**config.mk**
```make
export PLATFORM = sky130hd
export DESIGN_NAME = risc_v_mike_imm_gen_pipe
export DESIGN_NICKNAME = d
export VERILOG_FILES = /design/src/rtl/risc_v_mike_pkg.sv /design/src/rtl/risc_v_mike_imm_decode.sv /design/src/rtl/risc_v_mike_imm_gen_pipe.sv
export SDC_FILE = /design/constraint.sdc
export NUM_CORES = 1
export LEC_CHECK = 0
export CAP_MARGIN = 10
export CORE_MARGIN = 5
export CORE_UTILIZATION = 27
export DETAILED_ROUTE_END_ITERATION = 16
export GPL_TIMING_DRIVEN = 0
export HOLD_SLACK_MARGIN = 0.15
export PLACE_DENSITY_LB_ADDON = 0.25
export SYNTH_ARGS = -nofsm -noshare
export SYNTH_HDL_FRONTEND = slang
export SYNTH_HIERARCHICAL = 1
export SYNTH_SLANG_ARGS = --single-unit
```
**constraint.sdc**
```tcl
create_clock -name clk -period 2.1 [get_ports clk]
set_input_delay 0.42 -clock clk [delete_from_list [all_inputs] [get_ports clk]]
set_output_delay 0.42 -clock clk [all_outputs]
set_load 0.01 [all_outputs]
```
**src/rtl/risc_v_mike_pkg.sv**
```systemverilog
// Shared types for the risc_v_mike decode slice: immediate format codes,
// skid-buffer occupancy states and the stored result entry layout.
package risc_v_mike_pkg;

    localparam int INSTR_32_W      = 32;
    localparam int IMM_FMT_W       = 3;
    localparam int IMM_ENTRY_XLEN  = 32;
    localparam int IMM_ENTRY_TAG_W = 5;

    typedef enum logic [IMM_FMT_W-1:0] {
        IMM_I     = 3'd0,
        IMM_S     = 3'd1,
        IMM_B     = 3'd2,
        IMM_J     = 3'd3,
        IMM_U     = 3'd4,
        IMM_SHAMT = 3'd5,
        IMM_ZIMM  = 3'd6,
        IMM_ILL   = 3'd7
    } imm_fmt_e;

    typedef enum logic [1:0] {
        OCC_EMPTY = 2'd0,
        OCC_ONE   = 2'd1,
        OCC_TWO   = 2'd2
    } occ_state_e;

    // Layout of one stored result at the default widths; the pipelined top
    // mirrors this field order with its own parameterised widths.
    typedef struct packed {
        logic [IMM_ENTRY_XLEN-1:0]  imm;
        logic                       err;
        logic [IMM_ENTRY_TAG_W-1:0] tag;
    } imm_entry_t;

endpackage

```
**src/rtl/risc_v_mike_imm_decode.sv**
```systemverilog
// Combinational immediate extraction for all RV formats, extended to XLEN.
// Format code 7 yields zero with the error flag raised.
module risc_v_mike_imm_decode
    import risc_v_mike_pkg::*;
#(
    parameter int XLEN = 32
) (
    input  logic [INSTR_32_W-1:0] instr,
    input  imm_fmt_e              fmt,
    output logic [XLEN-1:0]       imm,
    output logic                  err
);

    // RV64 shifts use a 6-bit shamt, RV32 a 5-bit one.
    localparam int SH_W = (XLEN == 64) ? 6 : 5;

    // Opcode bits never contribute to an immediate.
    logic unused_opcode_s;
    assign unused_opcode_s = ^instr[6:0];

    // Field extraction and sign/zero extension per format.
    always_comb begin
        imm = '0;
        err = 1'b0;
        case (fmt)
            IMM_I:     imm = {{(XLEN-11){instr[31]}}, instr[30:20]};
            IMM_S:     imm = {{(XLEN-11){instr[31]}}, instr[30:25], instr[11:7]};
            IMM_B:     imm = {{(XLEN-12){instr[31]}}, instr[7], instr[30:25], instr[11:8], 1'b0};
            IMM_J:     imm = {{(XLEN-20){instr[31]}}, instr[19:12], instr[20], instr[30:21], 1'b0};
            IMM_U:     imm = {{(XLEN-31){instr[31]}}, instr[30:12], 12'b0};
            IMM_SHAMT: imm = {{(XLEN-SH_W){1'b0}}, instr[20+SH_W-1:20]};
            IMM_ZIMM:  imm = {{(XLEN-5){1'b0}}, instr[19:15]};
            IMM_ILL: begin
                imm = '0;
                err = 1'b1;
            end
            default: begin
                imm = '0;
                err = 1'b1;
            end
        endcase
    end

endmodule

```
**src/rtl/risc_v_mike_imm_gen_pipe.sv**
```systemverilog
// Pipelined immediate generator: combinational decode feeding a main output
// register backed by one skid entry, valid/ready on both sides.
module risc_v_mike_imm_gen_pipe
    import risc_v_mike_pkg::*;
#(
    parameter int XLEN  = 32,
    parameter int TAG_W = 5
) (
    input  logic                  clk,
    input  logic                  rst_n,
    input  logic                  in_valid,
    output logic                  in_ready,
    input  logic [INSTR_32_W-1:0] in_instr,
    input  logic [IMM_FMT_W-1:0]  in_imm_src,
    input  logic [TAG_W-1:0]      in_tag,
    output logic                  out_valid,
    input  logic                  out_ready,
    output logic [XLEN-1:0]       out_imm,
    output logic                  out_err,
    output logic [TAG_W-1:0]      out_tag
);

    typedef struct packed {
        logic [XLEN-1:0]  imm;
        logic             err;
        logic [TAG_W-1:0] tag;
    } entry_t;

    entry_t     new_s;
    entry_t     main_r;
    entry_t     skid_r;
    occ_state_e state_r;
    occ_state_e state_next_s;
    logic       in_ready_r;
    logic       out_valid_r;
    logic       accept_s;
    logic       drain_s;
    logic       load_main_new_s;
    logic       load_main_skid_s;
    logic       load_skid_s;
    logic [XLEN-1:0] dec_imm_s;
    logic            dec_err_s;

    risc_v_mike_imm_decode #(.XLEN(XLEN)) u_decode (
        .instr (in_instr),
        .fmt   (imm_fmt_e'(in_imm_src)),
        .imm   (dec_imm_s),
        .err   (dec_err_s)
    );

    assign new_s     = '{imm: dec_imm_s, err: dec_err_s, tag: in_tag};
    assign accept_s  = in_valid & in_ready_r;
    assign drain_s   = out_valid_r & out_ready;
    assign in_ready  = in_ready_r;
    assign out_valid = out_valid_r;
    assign out_imm   = main_r.imm;
    assign out_err   = main_r.err;
    assign out_tag   = main_r.tag;

    // Occupancy next-state and register load selects.
    always_comb begin
        state_next_s     = state_r;
        load_main_new_s  = 1'b0;
        load_main_skid_s = 1'b0;
        load_skid_s      = 1'b0;
        case (state_r)
            OCC_EMPTY: begin
                if (accept_s) begin
                    state_next_s    = OCC_ONE;
                    load_main_new_s = 1'b1;
                end else begin
                    state_next_s = OCC_EMPTY;
                end
            end
            OCC_ONE: begin
                if (accept_s && drain_s) begin
                    state_next_s    = OCC_ONE;
                    load_main_new_s = 1'b1;
                end else if (accept_s) begin
                    state_next_s = OCC_TWO;
                    load_skid_s  = 1'b1;
                end else if (drain_s) begin
                    state_next_s = OCC_EMPTY;
                end else begin
                    state_next_s = OCC_ONE;
                end
            end
            OCC_TWO: begin
                // in_ready is low here, so only a drain can move us.
                if (drain_s) begin
                    state_next_s     = OCC_ONE;
                    load_main_skid_s = 1'b1;
                end else begin
                    state_next_s = OCC_TWO;
                end
            end
            default: begin
                state_next_s = OCC_EMPTY;
            end
        endcase
    end

    // State register; handshake flags are registered from the next state.
    always_ff @(posedge clk) begin
        if (!rst_n) begin
            state_r     <= OCC_EMPTY;
            in_ready_r  <= 1'b1;
            out_valid_r <= 1'b0;
        end else begin
            state_r     <= state_next_s;
            in_ready_r  <= (state_next_s != OCC_TWO);
            out_valid_r <= (state_next_s != OCC_EMPTY);
        end
    end

    // Main output and skid entry storage.
    always_ff @(posedge clk) begin
        if (!rst_n) begin
            main_r <= '0;
            skid_r <= '0;
        end else begin
            if (load_main_new_s) begin
                main_r <= new_s;
            end else if (load_main_skid_s) begin
                main_r <= skid_r;
            end
            if (load_skid_s) begin
                skid_r <= new_s;
            end
        end
    end

endmodule

```
# == Yosys cells after proc, flatten, opt, wreduce, memory -nomap -nowiden ==
# Index checks and enable logic that the tools add are counted.
# totals
in_bits,44
ff_bits,80
# op_classes
reduce_logical,5
n_eq_ne,10
bitwise,2
n_mux,17
# op_table
cell,n
$pmux W32 S8,1
$mux W38,2
$eq A3 B3 Y1 const B,4
$mux W1,9
$eq A3 B2 Y1 const B,2
$mux W2,3
$pmux W2 S3,1
$reduce_bool A2 Y1,2
$eq A3 B1 Y1 const B,1
$logic_not A3 Y1,1
$and A1 B1 Y1,2
$eq A2 B1 Y1 const B,1
$eq A2 B2 Y1 const B,1
$logic_not A2 Y1,1
$ne A2 B2 Y1 const B,1
$pmux W1 S2,1
$logic_and A1 B1 Y1,1

# == Depth between registers and ports, before layout ==
# logic_depth
depth_word,6
depth_mapped,7
mapped_depth_nobuf,5

# == Hierarchy ==
# The synthesis kept the hierarchy.
# by_module_without_submodules
mod,area_each_um2,cells_per_inst,seq_area_each_um2,instances
risc_v_mike_imm_gen_pipe,3462.1,410,1601.5,1
risc_v_mike_imm_decode,586.8,84,0.0,1

# == Least setup slack after synthesis ==
# No wires, ideal clock.
# synth_path
path_kind,input port to flip-flop
from,input in_imm_src[2]
to,register main_r (netlist bit out_imm[0])
setup_slack_ns,0.589
arrival_time_ns,1.386
cell_stages,6
n_path_buf,1
required_ns,1.975
cell_sequence,buf_2 mux2_2 a21oi_1 o21ai_0 o31ai_1 a31oi_1
# synth_between
elab_chain_cells,3
elab_cells_between_ends,10
# synth_lines
item,line_no,text
start: declaration,risc_v_mike_imm_gen_pipe.sv:14,"input logic [IMM_FMT_W-1:0] in_imm_src,"
"$eq A3 B3 Y1, or another cell as far along",risc_v_mike_imm_decode.sv:25,case (fmt)
$pmux W32 S8 (*),risc_v_mike_imm_decode.sv:25,
via dec_imm_s[0],risc_v_mike_imm_gen_pipe.sv:41,logic [XLEN-1:0] dec_imm_s;
$mux W38 (*),risc_v_mike_imm_gen_pipe.sv:122,if (load_main_new_s) begin
end signal: assignment,risc_v_mike_imm_gen_pipe.sv:123,main_r <= new_s;
end signal: assignment,risc_v_mike_imm_gen_pipe.sv:125,main_r <= skid_r;
end: declaration,risc_v_mike_imm_gen_pipe.sv:30,entry_t main_r;
# The timed path passes the listed nets; every way through them passes the cells marked *.
# A chain may end at the register's enable or synchronous reset.

# == Final worst setup path ==
# layout_path
from,input in_imm_src[1]
to,register main_r (netlist bit out_imm[3])
# The elaborated chain is that of the path after synthesis.

==> metrics.md <==
| Metric | Value |
|---|---|
| Outcome | completed |
| Hold Path End | out_imm[4]$_SDFFE_PN0P_ |
| R2r endpoint | out_err$_SDFFE_PN0P_ |
| Hold/Removal Path Class | register to register |
| Worst endpoint data arrival time | between 2 and 2.5 ns |
| Total grt overflow | 0 |
| Final Setup Violations | 0 |
| Worst Setup Start Kind | input port |
| Routed WL | between 10000 and 15000 µm |
| WL/cell | around 18 µm |
| Final Hold Fails | 0 |
| CTS max path bufs | 2 |
| Port Buffers | 73 |
| Hold_sp | skid_r[10]$_SDFFE_PN0P_ |
| CTS clock-pin slew for the worst setup and hold paths | 0.06 ns |
| Syn Inst Count | 494 |
| # rows | 44 |
| Critical Setup Path Class | input port to register |
| Synthesis-to-finish area growth | 31.3% |
| CTS sink count | 80 |
| Final-stage net count | 622 |
| Max-slew violation count | 0 |
| Root buffer cell | clkbuf_16 |
| IO Pins | between 80 and 90 |
| Antenna Nets Post-Route | 0 |
| Req. time, crit path | ~2.3 ns |
| VDD IR max | 0.518 mV |
| Register area share after synthesis | 39.6% |
| RSZ-0062 raised after global routing | no |
| Hold depth | 2 |
| Post-Syn Nets | 538 |
| Final core utilization | a little over a third |
| Share of cells above drive strength 1 | a little over a tenth |
| Synth Cell Area | 0.00405 mm² |
| Leakage | 1.92 nW |
| Drt drc | 0 |
| Largest net degree at the start of global routing | 15 |
| Die Ht | ~130 µm |
| FF+latch area | 0.00160 mm² |
| Number of inserted diodes | 0 |
| H-tree lvl count | 3 |
| Routed vias | 3992 |
| FF-to-FF setup slack | approximately 0.60 ns |
| Synth top area share | 39.6% |
| CP endpoint kind | register |
| CTS tree | done |
| Multi-input logic area | 0.00213 mm² |
| Max_cap viols | 0 |
| Initial DRC count | 331 |
| Vias/cell | 5.20 |
| R2r startpoint | state_r[0]$_SDFF_PN0_ |
| Drt first pass iters | 5 |
| Initial Util | 27.6% |
| Overall Global Routing Usage | around 15% |
| Dpl hpwl | about 9900 µm |
| Die area | 0.0175 mm² |
| Final min period | 1.89 ns |
| Final Non-Filler Cells | 767 |
| Synth cell types | 37 |
| Synth top area cells | dfxtp_1 40%, nand2_1 7.3%, a21boi_1 7.0% |
| Syn Area/Cell | 8.20 µm² |
| Ys Warns | 6 |
| Actual slew at the worst max-slew pin | 0.602 ns |
| #FFs+latches synth | 80 |
| Skew-Pair Late Insertion Delay | 0.34 ns |
| Fmax | 530 MHz |
| Yosys top cell by area | dfxtp_1 |
| Pwr Density | 840 mW/mm² |
| Global-route wire length before repair | 21600 µm |
| Die width | between 100 and 150 µm |
| Fin crit share | between 80% and 90% |
| Clock skew | 0.00402 ns |
| Fillers | 1528 |
| Placed Cells incl. Taps | between 700 and 800 |
| Hold Buf Count CTS | 0 |
| Vias in the first global route | around 4.1k |
| Slew Limit Headroom | 59.5% |
| GP Congestion | 0.876 |
| CTS resizes | 0 |
| CTS Buf Count | 9 |
| Initial antenna violation count | 0 |
| Core Area | 0.0146 mm² |
| Worst Reg-to-Reg Cells | 4 |
| Crit path max fanout | 10 |
| Post-CTS setup buffers | 0 |
how the worst max path moves through the flow:
stage                        from                 endpoint  cells past startpoint
floorplan           in_imm_src[2]  out_imm[0]$_SDFFE_PN0P_                      6
global placement    in_imm_src[1]  out_imm[4]$_SDFFE_PN0P_                      7
detailed placement  in_imm_src[1]  out_imm[3]$_SDFFE_PN0P_                      7
CTS                 in_imm_src[1]  out_imm[4]$_SDFFE_PN0P_                      7
global route        in_imm_src[1]  out_imm[4]$_SDFFE_PN0P_                      7
finish              in_imm_src[1]  out_imm[3]$_SDFFE_PN0P_                      7
layer usage:
| metal | wire, µm | vias to the layer above | track usage, % |
|---|---|---|---|
| met1 | 6360 | 1895 | 20.3 |
| li1 | - | 1957 | - |
| met5 | 0 | - | 0 |
| met4 | 243 | 0 | 6.29 |
| met2 | 6060 | 125 | 23.9 |
| met3 | 932 | 15 | 4.14 |
kinds of logic (layout without fill, tap and decap cells):
group | after synthesis | count (layout) | share of synthesized area, %
compound gates | 203 | 203 | 32.6
simple gates | 142 | 142 | 16.5
flops | 80 | 80 | 39.6
buf+inv | 57 | 146 | 7.91
mux | 10 | 10 | 2.53
xor+xnor | 2 | 2 | 0.896
stage by stage:
step	power, W	setup TNS [ns]	hold WS (ns)	worst slack (ns)	cell area [µm²]
after global routing	0.00465	0	0.484	0.139	5320
after global placement	0.00286	-0.241	0.460	-0.0728	5010
after CTS	0.00450	0	0.472	0.228	5320
final	0.00447	0	0.468	0.213	5320
after detailed placement	0.00287	-0.432	0.460	-0.119	5010
after floorplan	0.00236	0	0.443	0.589	4050
state kept, by name (all words and copies together) (netlist names):
name,cells
out_err,1
in_ready,1
out_imm,32
out_valid,1
state_r,2
out_tag,5
skid_r,38
power by group:
| part | internal (W) | switching, W | total (W) |
|---|---|---|---|
| combinational | 0.000489 | 0.000615 | 0.00110 |
| sequential | 0.00166 | 0.0000788 | 0.00174 |
| clock | 0.000958 | 0.000669 | 0.00163 |
| total | 0.00310 | 0.00136 | 0.00447 |
synthesized netlist by cell type:
cell,instances
and3_1,1
nor2_1,2
a21bo_2,1
nand4b_1,1
nand3b_4,1
mux2_2,2
and2_1,2
o21a_1,1
nand2_1,79
nor2b_1,10
a21boi_0,1
o31ai_1,38
a31oi_1,38
buf_6,4
a22oi_1,4
nor3b_1,1
clkbuf_2,1
a21boi_1,38
nand2b_1,2
nand3_1,39
buf_4,13
xnor2_1,1
dfxtp_1,80
buf_2,21
nor3b_2,1
xor2_4,1
clkbuf_1,17
o22ai_1,8
and2b_1,1
and4b_1,1
buf_1,1
a21oi_1,19
a21o_1,12
o21ai_0,42
a21boi_2,1
mux2i_1,8
and3b_1,1
critical path: stages:
cell and delay (ns):
clkdlybuf4s50_1 0.50, buf_6 0.16, xor2_4 0.24, mux2i_1 0.23, mux2i_1 0.16, o31ai_1 0.31, a31oi_1 0.07
final cells by class:
| class | count | area share, % |
|---|---|---|
| Buffer | 57 | 6.03 |
| Clock buffer | 10 | 4.50 |
| Clock inverter | 6 | 1.25 |
| Multi-Input combinational cell | 357 | 40.0 |
| Sequential cell | 80 | 30.1 |
| Tap cell | 184 | 4.33 |
| Timing Repair Buffer | 73 | 13.7 |
cells in the final DEF, fill, tap and decap left out, types with 12 or more instances in the layout:
cell             Yosys  layout
a21o_1              12      12
buf_2               21      21
a21oi_1             19      19
a31oi_1             38      38
nand2_1             79      79
a21boi_1            38      38
o21ai_0             42      42
clkbuf_1            17      17
clkdlybuf4s50_1      0      73
o31ai_1             38      38
nand3_1             39      39
dfxtp_1             80      80
buf_4               13      13
(Power assumes the default switching activity.)
